### config.mk
export PLATFORM = sky130hd
export DESIGN_NAME = mem_port_arbiter_flat
export DESIGN_NICKNAME = d
export VERILOG_FILES = /design/src/rtl/mem_port_arbiter_pkg.sv /design/src/rtl/mem_port_arbiter_if.sv /design/src/rtl/mem_port_arbiter_wdog.sv /design/src/rtl/mem_port_arbiter.sv /design/src/flat_wrapper.sv
export SDC_FILE = /design/constraint.sdc
export NUM_CORES = 1
export LEC_CHECK = 0
export CAP_MARGIN = 20
export CORE_MARGIN = 2
export CORE_UTILIZATION = 37
export CTS_CLUSTER_SIZE = 30
export DETAILED_ROUTE_END_ITERATION = 12
export GPL_ROUTABILITY_DRIVEN = 0
export GPL_TIMING_DRIVEN = 0
export HOLD_SLACK_MARGIN = 0.02
export PLACE_DENSITY = 0.77
export SLEW_MARGIN = 20
export SYNTH_ARGS = -nofsm -noshare
export SYNTH_HDL_FRONTEND = slang
export SYNTH_SLANG_ARGS = --single-unit
export TNS_END_PERCENT = 100
### constraint.sdc
create_clock -name clk_i -period 1.75 [get_ports clk_i]
set_clock_uncertainty 0.15 [all_clocks]
set_input_delay 0.175 -clock clk_i [delete_from_list [all_inputs] [get_ports clk_i]]
set_output_delay 0.175 -clock clk_i [all_outputs]
set_load 0.1 [all_outputs]
### src/rtl/mem_port_arbiter_pkg.sv
// mem_arb_pkg: shared state/owner types and default widths for mem_port_arbiter
package mem_arb_pkg;
    localparam int ADDR_W_DEF = 32;
    localparam int DATA_W_DEF = 32;
    typedef enum logic [1:0] {IDLE, BUSY, RESP} state_e;
    typedef enum logic [1:0] {OWN_NONE, OWN_IF, OWN_DM} owner_e;
endpackage

### src/rtl/mem_port_arbiter_if.sv
// mem_port_arbiter_if: fetch, data and memory-side signals of the arbiter; slave = arbiter view
interface mem_port_arbiter_if import mem_arb_pkg::*; #(
    parameter int ADDR_W = ADDR_W_DEF,
    parameter int DATA_W = DATA_W_DEF
);
    logic              if_req_i;
    logic [ADDR_W-1:0] if_addr_i;
    logic [DATA_W-1:0] if_rdata_o;
    logic              if_ready_o;
    logic              dm_req_i;
    logic              dm_we_i;
    logic [ADDR_W-1:0] dm_addr_i;
    logic [DATA_W-1:0] dm_wdata_i;
    logic [DATA_W-1:0] dm_rdata_o;
    logic              dm_ready_o;
    logic              stall_o;
    logic              mem_req_o;
    logic              mem_we_o;
    logic [ADDR_W-1:0] mem_addr_o;
    logic [DATA_W-1:0] mem_wdata_o;
    logic              mem_ack_i;
    logic [DATA_W-1:0] mem_rdata_i;
    logic              err_o;
    modport slave (
        input  if_req_i, if_addr_i, dm_req_i, dm_we_i, dm_addr_i, dm_wdata_i, mem_ack_i, mem_rdata_i,
        output if_rdata_o, if_ready_o, dm_rdata_o, dm_ready_o, stall_o,
        output mem_req_o, mem_we_o, mem_addr_o, mem_wdata_o, err_o
    );
    modport master (
        output if_req_i, if_addr_i, dm_req_i, dm_we_i, dm_addr_i, dm_wdata_i, mem_ack_i, mem_rdata_i,
        input  if_rdata_o, if_ready_o, dm_rdata_o, dm_ready_o, stall_o,
        input  mem_req_o, mem_we_o, mem_addr_o, mem_wdata_o, err_o
    );
endinterface

### src/rtl/mem_port_arbiter_wdog.sv
// mem_arb_wdog: BUSY-cycle counter flagging a memory timeout at TIMEOUT_CYC-1 (used with MEM_ARB_TIMEOUT_EN)
module mem_arb_wdog #(
    parameter int TIMEOUT_CYC = 64
) (
    input  logic clk_i,
    input  logic rst_i,
    input  logic start_i,
    input  logic busy_i,
    input  logic ack_i,
    output logic expired_o
);
    localparam int CNT_W = $clog2(TIMEOUT_CYC + 1);
    logic [CNT_W-1:0] cnt_q, cnt_d;
    assign expired_o = busy_i && (cnt_q == CNT_W'(TIMEOUT_CYC - 1));
    always_comb cnt_d = start_i ? '0 : (busy_i && !ack_i && !expired_o) ? cnt_q + CNT_W'(1) : cnt_q;
    always_ff @(posedge clk_i or negedge rst_i) begin
        if (!rst_i) cnt_q <= '0;
        else        cnt_q <= cnt_d;
    end
endmodule

### src/rtl/mem_port_arbiter.sv
// mem_port_arbiter: fixed-priority IF/MEM sharing of one memory port; MEM_ARB_TIMEOUT_EN adds a BUSY timeout with sticky err_o
module mem_port_arbiter import mem_arb_pkg::*; #(
    parameter int ADDR_W = ADDR_W_DEF,
    parameter int DATA_W = DATA_W_DEF
`ifdef MEM_ARB_TIMEOUT_EN
    ,
    parameter int TIMEOUT_CYC = 64
`endif
) (
    input logic               clk_i,
    input logic               rst_i,
    mem_port_arbiter_if.slave bus
);
    state_e            state_q, state_d;
    owner_e            owner_q, owner_d;
    logic              mem_req_q, mem_req_d, mem_we_q, mem_we_d;
    logic              if_ready_q, if_ready_d, dm_ready_q, dm_ready_d, err_q, err_d;
    logic [ADDR_W-1:0] mem_addr_q, mem_addr_d;
    logic [DATA_W-1:0] mem_wdata_q, mem_wdata_d, if_rdata_q, if_rdata_d, dm_rdata_q, dm_rdata_d;
    logic              expired, done;
`ifdef MEM_ARB_TIMEOUT_EN
    mem_arb_wdog #(.TIMEOUT_CYC(TIMEOUT_CYC)) u_wdog (
        .clk_i    (clk_i),
        .rst_i    (rst_i),
        .start_i  (state_q == IDLE),
        .busy_i   (state_q == BUSY),
        .ack_i    (bus.mem_ack_i),
        .expired_o(expired)
    );
`else
    assign expired = 1'b0;
`endif
    assign done = bus.mem_ack_i | expired;
    always_comb begin
        state_d     = state_q;
        owner_d     = owner_q;
        mem_req_d   = mem_req_q;
        mem_we_d    = mem_we_q;
        mem_addr_d  = mem_addr_q;
        mem_wdata_d = mem_wdata_q;
        if_rdata_d  = if_rdata_q;
        dm_rdata_d  = dm_rdata_q;
        if_ready_d  = 1'b0;
        dm_ready_d  = 1'b0;
        err_d       = err_q | (expired & ~bus.mem_ack_i);
        unique case (state_q)
            IDLE: if (bus.dm_req_i || bus.if_req_i) begin
                state_d     = BUSY;
                owner_d     = bus.dm_req_i ? OWN_DM : OWN_IF;
                mem_req_d   = 1'b1;
                mem_we_d    = bus.dm_req_i & bus.dm_we_i;
                mem_addr_d  = bus.dm_req_i ? bus.dm_addr_i : bus.if_addr_i;
                mem_wdata_d = bus.dm_req_i ? bus.dm_wdata_i : mem_wdata_q;
            end
            BUSY: if (done) begin
                state_d    = RESP;
                mem_req_d  = 1'b0;
                mem_we_d   = 1'b0;
                if_ready_d = owner_q == OWN_IF;
                dm_ready_d = owner_q == OWN_DM;
                // a timeout completes the handshake but leaves the owner's read data untouched
                if (bus.mem_ack_i && !mem_we_q) begin
                    if_rdata_d = (owner_q == OWN_IF) ? bus.mem_rdata_i : if_rdata_q;
                    dm_rdata_d = (owner_q == OWN_DM) ? bus.mem_rdata_i : dm_rdata_q;
                end
            end
            RESP: begin
                state_d = IDLE;
                owner_d = OWN_NONE;
            end
            default: state_d = IDLE;
        endcase
    end
    always_ff @(posedge clk_i or negedge rst_i) begin
        if (!rst_i) begin
            state_q     <= IDLE;
            owner_q     <= OWN_NONE;
            mem_req_q   <= 1'b0;
            mem_we_q    <= 1'b0;
            mem_addr_q  <= '0;
            mem_wdata_q <= '0;
            if_rdata_q  <= '0;
            dm_rdata_q  <= '0;
            if_ready_q  <= 1'b0;
            dm_ready_q  <= 1'b0;
            err_q       <= 1'b0;
        end else begin
            state_q     <= state_d;
            owner_q     <= owner_d;
            mem_req_q   <= mem_req_d;
            mem_we_q    <= mem_we_d;
            mem_addr_q  <= mem_addr_d;
            mem_wdata_q <= mem_wdata_d;
            if_rdata_q  <= if_rdata_d;
            dm_rdata_q  <= dm_rdata_d;
            if_ready_q  <= if_ready_d;
            dm_ready_q  <= dm_ready_d;
            err_q       <= err_d;
        end
    end
    assign bus.mem_req_o   = mem_req_q;
    assign bus.mem_we_o    = mem_we_q;
    assign bus.mem_addr_o  = mem_addr_q;
    assign bus.mem_wdata_o = mem_wdata_q;
    assign bus.if_rdata_o  = if_rdata_q;
    assign bus.dm_rdata_o  = dm_rdata_q;
    assign bus.if_ready_o  = if_ready_q;
    assign bus.dm_ready_o  = dm_ready_q;
    assign bus.err_o       = err_q;
    assign bus.stall_o     = (bus.if_req_i & ~if_ready_q) | (bus.dm_req_i & ~dm_ready_q);
endmodule
### src/flat_wrapper.sv
// flat-port wrapper written by rule: the top's interface ports become plain ports
module mem_port_arbiter_flat import mem_arb_pkg::*;
#(
    parameter int ADDR_W = ADDR_W_DEF,
    parameter int DATA_W = DATA_W_DEF

)
  (clk_i, rst_i, bus_if_req_i, bus_if_addr_i, bus_dm_req_i, bus_dm_we_i, bus_dm_addr_i, bus_dm_wdata_i, bus_mem_ack_i, bus_mem_rdata_i, bus_if_rdata_o, bus_if_ready_o, bus_dm_rdata_o, bus_dm_ready_o, bus_stall_o, bus_mem_req_o, bus_mem_we_o, bus_mem_addr_o, bus_mem_wdata_o, bus_err_o);
  mem_port_arbiter_if #(.ADDR_W(ADDR_W), .DATA_W(DATA_W)) bus_i ();
  input logic clk_i;
  input logic rst_i;
  input wire logic [$bits(bus_i.if_req_i)-1:0] bus_if_req_i;
  input wire logic [$bits(bus_i.if_addr_i)-1:0] bus_if_addr_i;
  input wire logic [$bits(bus_i.dm_req_i)-1:0] bus_dm_req_i;
  input wire logic [$bits(bus_i.dm_we_i)-1:0] bus_dm_we_i;
  input wire logic [$bits(bus_i.dm_addr_i)-1:0] bus_dm_addr_i;
  input wire logic [$bits(bus_i.dm_wdata_i)-1:0] bus_dm_wdata_i;
  input wire logic [$bits(bus_i.mem_ack_i)-1:0] bus_mem_ack_i;
  input wire logic [$bits(bus_i.mem_rdata_i)-1:0] bus_mem_rdata_i;
  output wire logic [$bits(bus_i.if_rdata_o)-1:0] bus_if_rdata_o;
  output wire logic [$bits(bus_i.if_ready_o)-1:0] bus_if_ready_o;
  output wire logic [$bits(bus_i.dm_rdata_o)-1:0] bus_dm_rdata_o;
  output wire logic [$bits(bus_i.dm_ready_o)-1:0] bus_dm_ready_o;
  output wire logic [$bits(bus_i.stall_o)-1:0] bus_stall_o;
  output wire logic [$bits(bus_i.mem_req_o)-1:0] bus_mem_req_o;
  output wire logic [$bits(bus_i.mem_we_o)-1:0] bus_mem_we_o;
  output wire logic [$bits(bus_i.mem_addr_o)-1:0] bus_mem_addr_o;
  output wire logic [$bits(bus_i.mem_wdata_o)-1:0] bus_mem_wdata_o;
  output wire logic [$bits(bus_i.err_o)-1:0] bus_err_o;
  assign bus_i.if_req_i = bus_if_req_i;
  assign bus_i.if_addr_i = bus_if_addr_i;
  assign bus_i.dm_req_i = bus_dm_req_i;
  assign bus_i.dm_we_i = bus_dm_we_i;
  assign bus_i.dm_addr_i = bus_dm_addr_i;
  assign bus_i.dm_wdata_i = bus_dm_wdata_i;
  assign bus_i.mem_ack_i = bus_mem_ack_i;
  assign bus_i.mem_rdata_i = bus_mem_rdata_i;
  assign bus_if_rdata_o = bus_i.if_rdata_o;
  assign bus_if_ready_o = bus_i.if_ready_o;
  assign bus_dm_rdata_o = bus_i.dm_rdata_o;
  assign bus_dm_ready_o = bus_i.dm_ready_o;
  assign bus_stall_o = bus_i.stall_o;
  assign bus_mem_req_o = bus_i.mem_req_o;
  assign bus_mem_we_o = bus_i.mem_we_o;
  assign bus_mem_addr_o = bus_i.mem_addr_o;
  assign bus_mem_wdata_o = bus_i.mem_wdata_o;
  assign bus_err_o = bus_i.err_o;
  mem_port_arbiter #(.ADDR_W(ADDR_W), .DATA_W(DATA_W)) u_core (.clk_i(clk_i), .rst_i(rst_i), .bus(bus_i));
endmodule
# == Yosys cells after proc, flatten, opt, wreduce, memory -nomap -nowiden ==
# Index checks and enable logic that the tools add are counted.
# word_totals
out_inout_bits,134
reg_bits,136
in_bits,134
elab_cells,51
# op_classes
bitwise,6
n_mux,16
eq_ne,6
n_reduce_logical,13
# op_table
op,n
32-bit two-way mux,1
2-bit two-way mux,4
2-bit case mux with 2 select lines,2
4-bit AND reduction,2
1-bit two-way mux,7
2-bit AND reduction,3
3-bit AND reduction,2
"2-bit by 1-bit == test with 1-bit output, second input constant",2
"2-bit == test, second input constant",2
1-bit case mux with 2 select lines,2
2-bit nonzero test,2
1-bit bitwise AND,3
2-bit logical NOT,1
"2-bit by 1-bit != test with 1-bit output, second input constant",1
"2-bit != test, second input constant",1
1-bit inverter,2
1-bit logical AND,1
1-bit logical NOT,1
1-bit logical OR,1
1-bit OR,1

# == Depth between registers and ports, before layout ==
# depth
depth_word,3
ltp_mapped,5
depth_no_buf,3

# == Least setup slack after synthesis ==
# No wires, ideal clock.
# synth_timing
kind,register -> output
from,register u_core.dm_ready_q (netlist: u_core.bus.dm_ready_o)
to,output port bus_stall_o
required_ps,1425
arrival_ps,2368
setup_slack_ps,-943
path_stages_with_launch,2
path_buffers,0
path_cell_list,dfrtp_1 o22ai_1
# synth_via
elab_chain_len,3
# synth_rtl
element,line,text
"start, declared",mem_port_arbiter.sv:17,"logic if_ready_q, if_ready_d, dm_ready_q, dm_ready_d, err_q, err_d;"
"start signal, assigned",mem_port_arbiter.sv:97,dm_ready_q <= dm_ready_d;
1-bit inverter,mem_port_arbiter.sv:110,assign bus.stall_o = (bus.if_req_i & ~if_ready_q) | (bus.dm_req_i & ~dm_ready_q);
1-bit bitwise AND,mem_port_arbiter.sv:110,
1-bit OR,mem_port_arbiter.sv:110,
"end, declared",flat_wrapper.sv:24,output wire logic [$bits(bus_i.stall_o)-1:0] bus_stall_o;
# Every way passes these cells.

# == Worst setup path in the final report ==
# layout_timing
from,register u_core.state_q[1]
to,register u_core.if_rdata_q[30] (netlist: u_core.bus.if_rdata_o[30])
# layout_via
elab_chain_len,2
# layout_rtl
element,line,text
"start, declared",mem_port_arbiter.sv:14,"state_e state_q, state_d;"
"start signal, assigned",mem_port_arbiter.sv:88,state_q <= state_d;
2-bit by 1-bit == test with 1-bit output,mem_port_arbiter.sv:46,unique case (state_q)
4-bit AND reduction (no source line),--,
"end signal, assigned",mem_port_arbiter.sv:94,if_rdata_q <= if_rdata_d;
"end, declared",mem_port_arbiter.sv:19,"logic [DATA_W-1:0] mem_wdata_q, mem_wdata_d, if_rdata_q, if_rdata_d, dm_rdata_q, dm_rdata_d;"
# Every way passes these cells.
# A chain may end at the register's enable or synchronous reset.

==> impl_metrics.ini <==
[global_routing]
grt_pass1_wl_um = 24000
grt_overflow = 0
antenna_found_initial = 0
track_usage_pct = 19.3
grt_max_degree = 71
grt_pass1_vias = 4616

[detailed_routing]
drc = 0
first_iter_violations = 107
drt-vias-per-instance = 4.72
final_antenna_net_count = 0
drt-wirelength-per-cell_um = 17.7
wirelength_um = 14800
dr.pass1.iters = 4
vias = 3953

[worst_setup_path]
reg2reg_from = u_core.state_q[1]
crit_path_end_kind = flop
cp-start-kind = flop
worstReg2RegEnd = u_core.bus.if_rdata_o[30]
cp_data_required_time_ns = 1.89
cp_data_arrival_time_ns = 2.04
path_max_fanout = 7
worstRegToRegCells = 5
ff2ff_setup_slack_ns = -0.15
crit_type = flop to flop

[logic_synthesis]
synthSimpleGateAreaFrac_pct = 1.66
yosys-top-cells-area = dfrtp_1 (62%), mux2_2 (32%), buf_6 (1.2%), mux2_1 (0.82%), buf_2 (0.45%)
yosysWarnings = 0
synth_top_cell_by_area = dfrtp_1
synth_top_family_by_area = multiplexers
synth_top_area_share_pct = 61.8
ys_ff_latch = 136
yosysUniqueCellTypes = 25
synthAdderAreaFrac_pct = 0
seq_area_frac_synth_pct = 61.8
synth_fp_nets = 476
synth_area_um2 = 5510
synth-compound-area-share_pct = 0.977
synth_mux_area_share_pct = 32.7
synth_xor_area_share_pct = 0
avgSynthCellArea_um2 = 16.1
syn_inst = 342

[placed_design]
dp.cells = 792
place_area_um2 = 8470
port_buffers = 265
place_hpwl_um = 10500

[layout]
fillers = 1070
fin_util_pct = 65.1
layout_common_cells = mux2_2 (153), dfrtp_1 (133), clkdlybuf4s50_1 (131), clkdlybuf4s15_2 (129), clkbuf_16 (17)
antenna_cells = 0
final_cells = 837
drive_gt1_share_pct = 55.7
design_area_um2 = 9470
final_net_count = 774
syn_to_final_growth_pct = 71.9
final_common_cell = mux2_2

[sta]
setup_ws_ns = -0.147
fin_hold_ws_ns = 0.152
finalCritPeriodShare_pct = 108
slew_headroom_pct = 61.4
finalCriticalPeriod_ns = 1.90
setup_viol = 81
worst_pin_slew_ns = 0.581
finalHoldViolations = 0
slew_viol_final = 0
fmax_mhz = 527
rsz0062_at_grt = true

[job]
cap_violations = 0

[clocking]
cts_tree = done
clk_pin_slew_ns = 0.06
clock_latency_ns = 0.41
htreeDepth = 4
clock_path_buffers = 2
cts.sinks = 136
ctsRootBufferMaster = clkbuf_16
numCtsBuffers = 17

[run_status]
violations = negative setup slack
status = finished, violations left

[floorplanning]
io_pins = 268
rows = 44
start_util_pct = 37.9
dieArea_um2 = 15900
die_w_um = 126
die_y_um = 126
core_um2 = 14500

[min_path]
hold_class = primary input to async pin
[sequential cells by signal, indices dropped and copies added, names as in the netlist, 2 cells and up]
name and cells:
u_core.bus.dm_rdata_o 32, u_core.bus.if_rdata_o 32, u_core.bus.mem_addr_o 32, u_core.bus.mem_wdata_o 32, u_core.owner_q 2, u_core.state_q 2
[routing by layer]
metal,global-route usage [%],routed length (µm),vias to the layer above
met3,7.69,1220,21
met1,20.7,5660,1963
met5,0,0,-
li1,-,-,1806
met2,34.6,7690,163
met4,6.14,266,0
[synthesized netlist by cell type, drive strengths merged]
library cell,number
inv,4
nand4b,1
or3,2
conb,1
mux2,160
a21o,1
clkbuf,4
nand3b,1
nand2,2
o22ai,1
nor3,2
dfrtp,136
o21ai,2
buf,15
a211oi,1
or2,2
a21oi,2
nor2,2
nand2b,2
a22oi,1
[repair_timing]
item,4_1_cts,5_1_grt
setup endpoints to repair,254,120
buffers inserted,9,2
gates cloned,3,0
hold buffers,1,0
gates resized for setup,409,15
pin swaps,2,0
hold endpoints to repair,66,0
[per-stage QoR]
step	worst slack, ns	TNS, ns
after global placement	-5.72	-712.03
after CTS	-0.163	-6.06
after detailed placement	-0.716	-58.34
after global routing	-0.188	-10.53
final	-0.147	-4.04
after floorplan	-0.0591	-2.01
[final cells by class]
type                    count  area (µm²)  share of cell area [%]
flip-flops and latches    136        3410                    36.0
repair buffers            281        3030                    32.0
clock inverters            10         143                    1.51
plain buffers              17         150                    1.59
multi-input cells         183        2020                    21.3
inverters                   4        15.0                   0.159
clock buffers              22         474                    5.01
well taps                 184         230                    2.43
[critical path: stages (launching register included)]
cell and delay (ns):
dfrtp_2 0.42, nand3b_4 0.18, or3_4 0.34, buf_8 0.15, bufbuf_16 0.27, mux2_2 0.27
[worst max-delay path by stage]
stage | from | end
2_1_floorplan | u_core.bus.mem_we_o | u_core.bus.dm_rdata_o[11]
3_3_place_gp | rst_i | u_core.bus.mem_we_o
3_5_place_dp | bus_if_req_i | bus_stall_o
6_report | u_core.state_q[1] | u_core.bus.if_rdata_o[30]
4_1_cts | u_core.state_q[1] | u_core.bus.if_rdata_o[1]
5_1_grt | u_core.state_q[1] | u_core.bus.if_rdata_o[30]
[cells by family (layout without fill, tap and decap cells)]
kind of cell / Yosys count / after routing
compound gates: 8 / 8
buf+inv: 23 / 334
flops: 136 / 136
mux: 160 / 160
other cells: 1 / 1
simple gates: 14 / 14
Power is not shown: default switching activity piles up to over one toggle a cycle in this logic, so the estimate is an artifact.
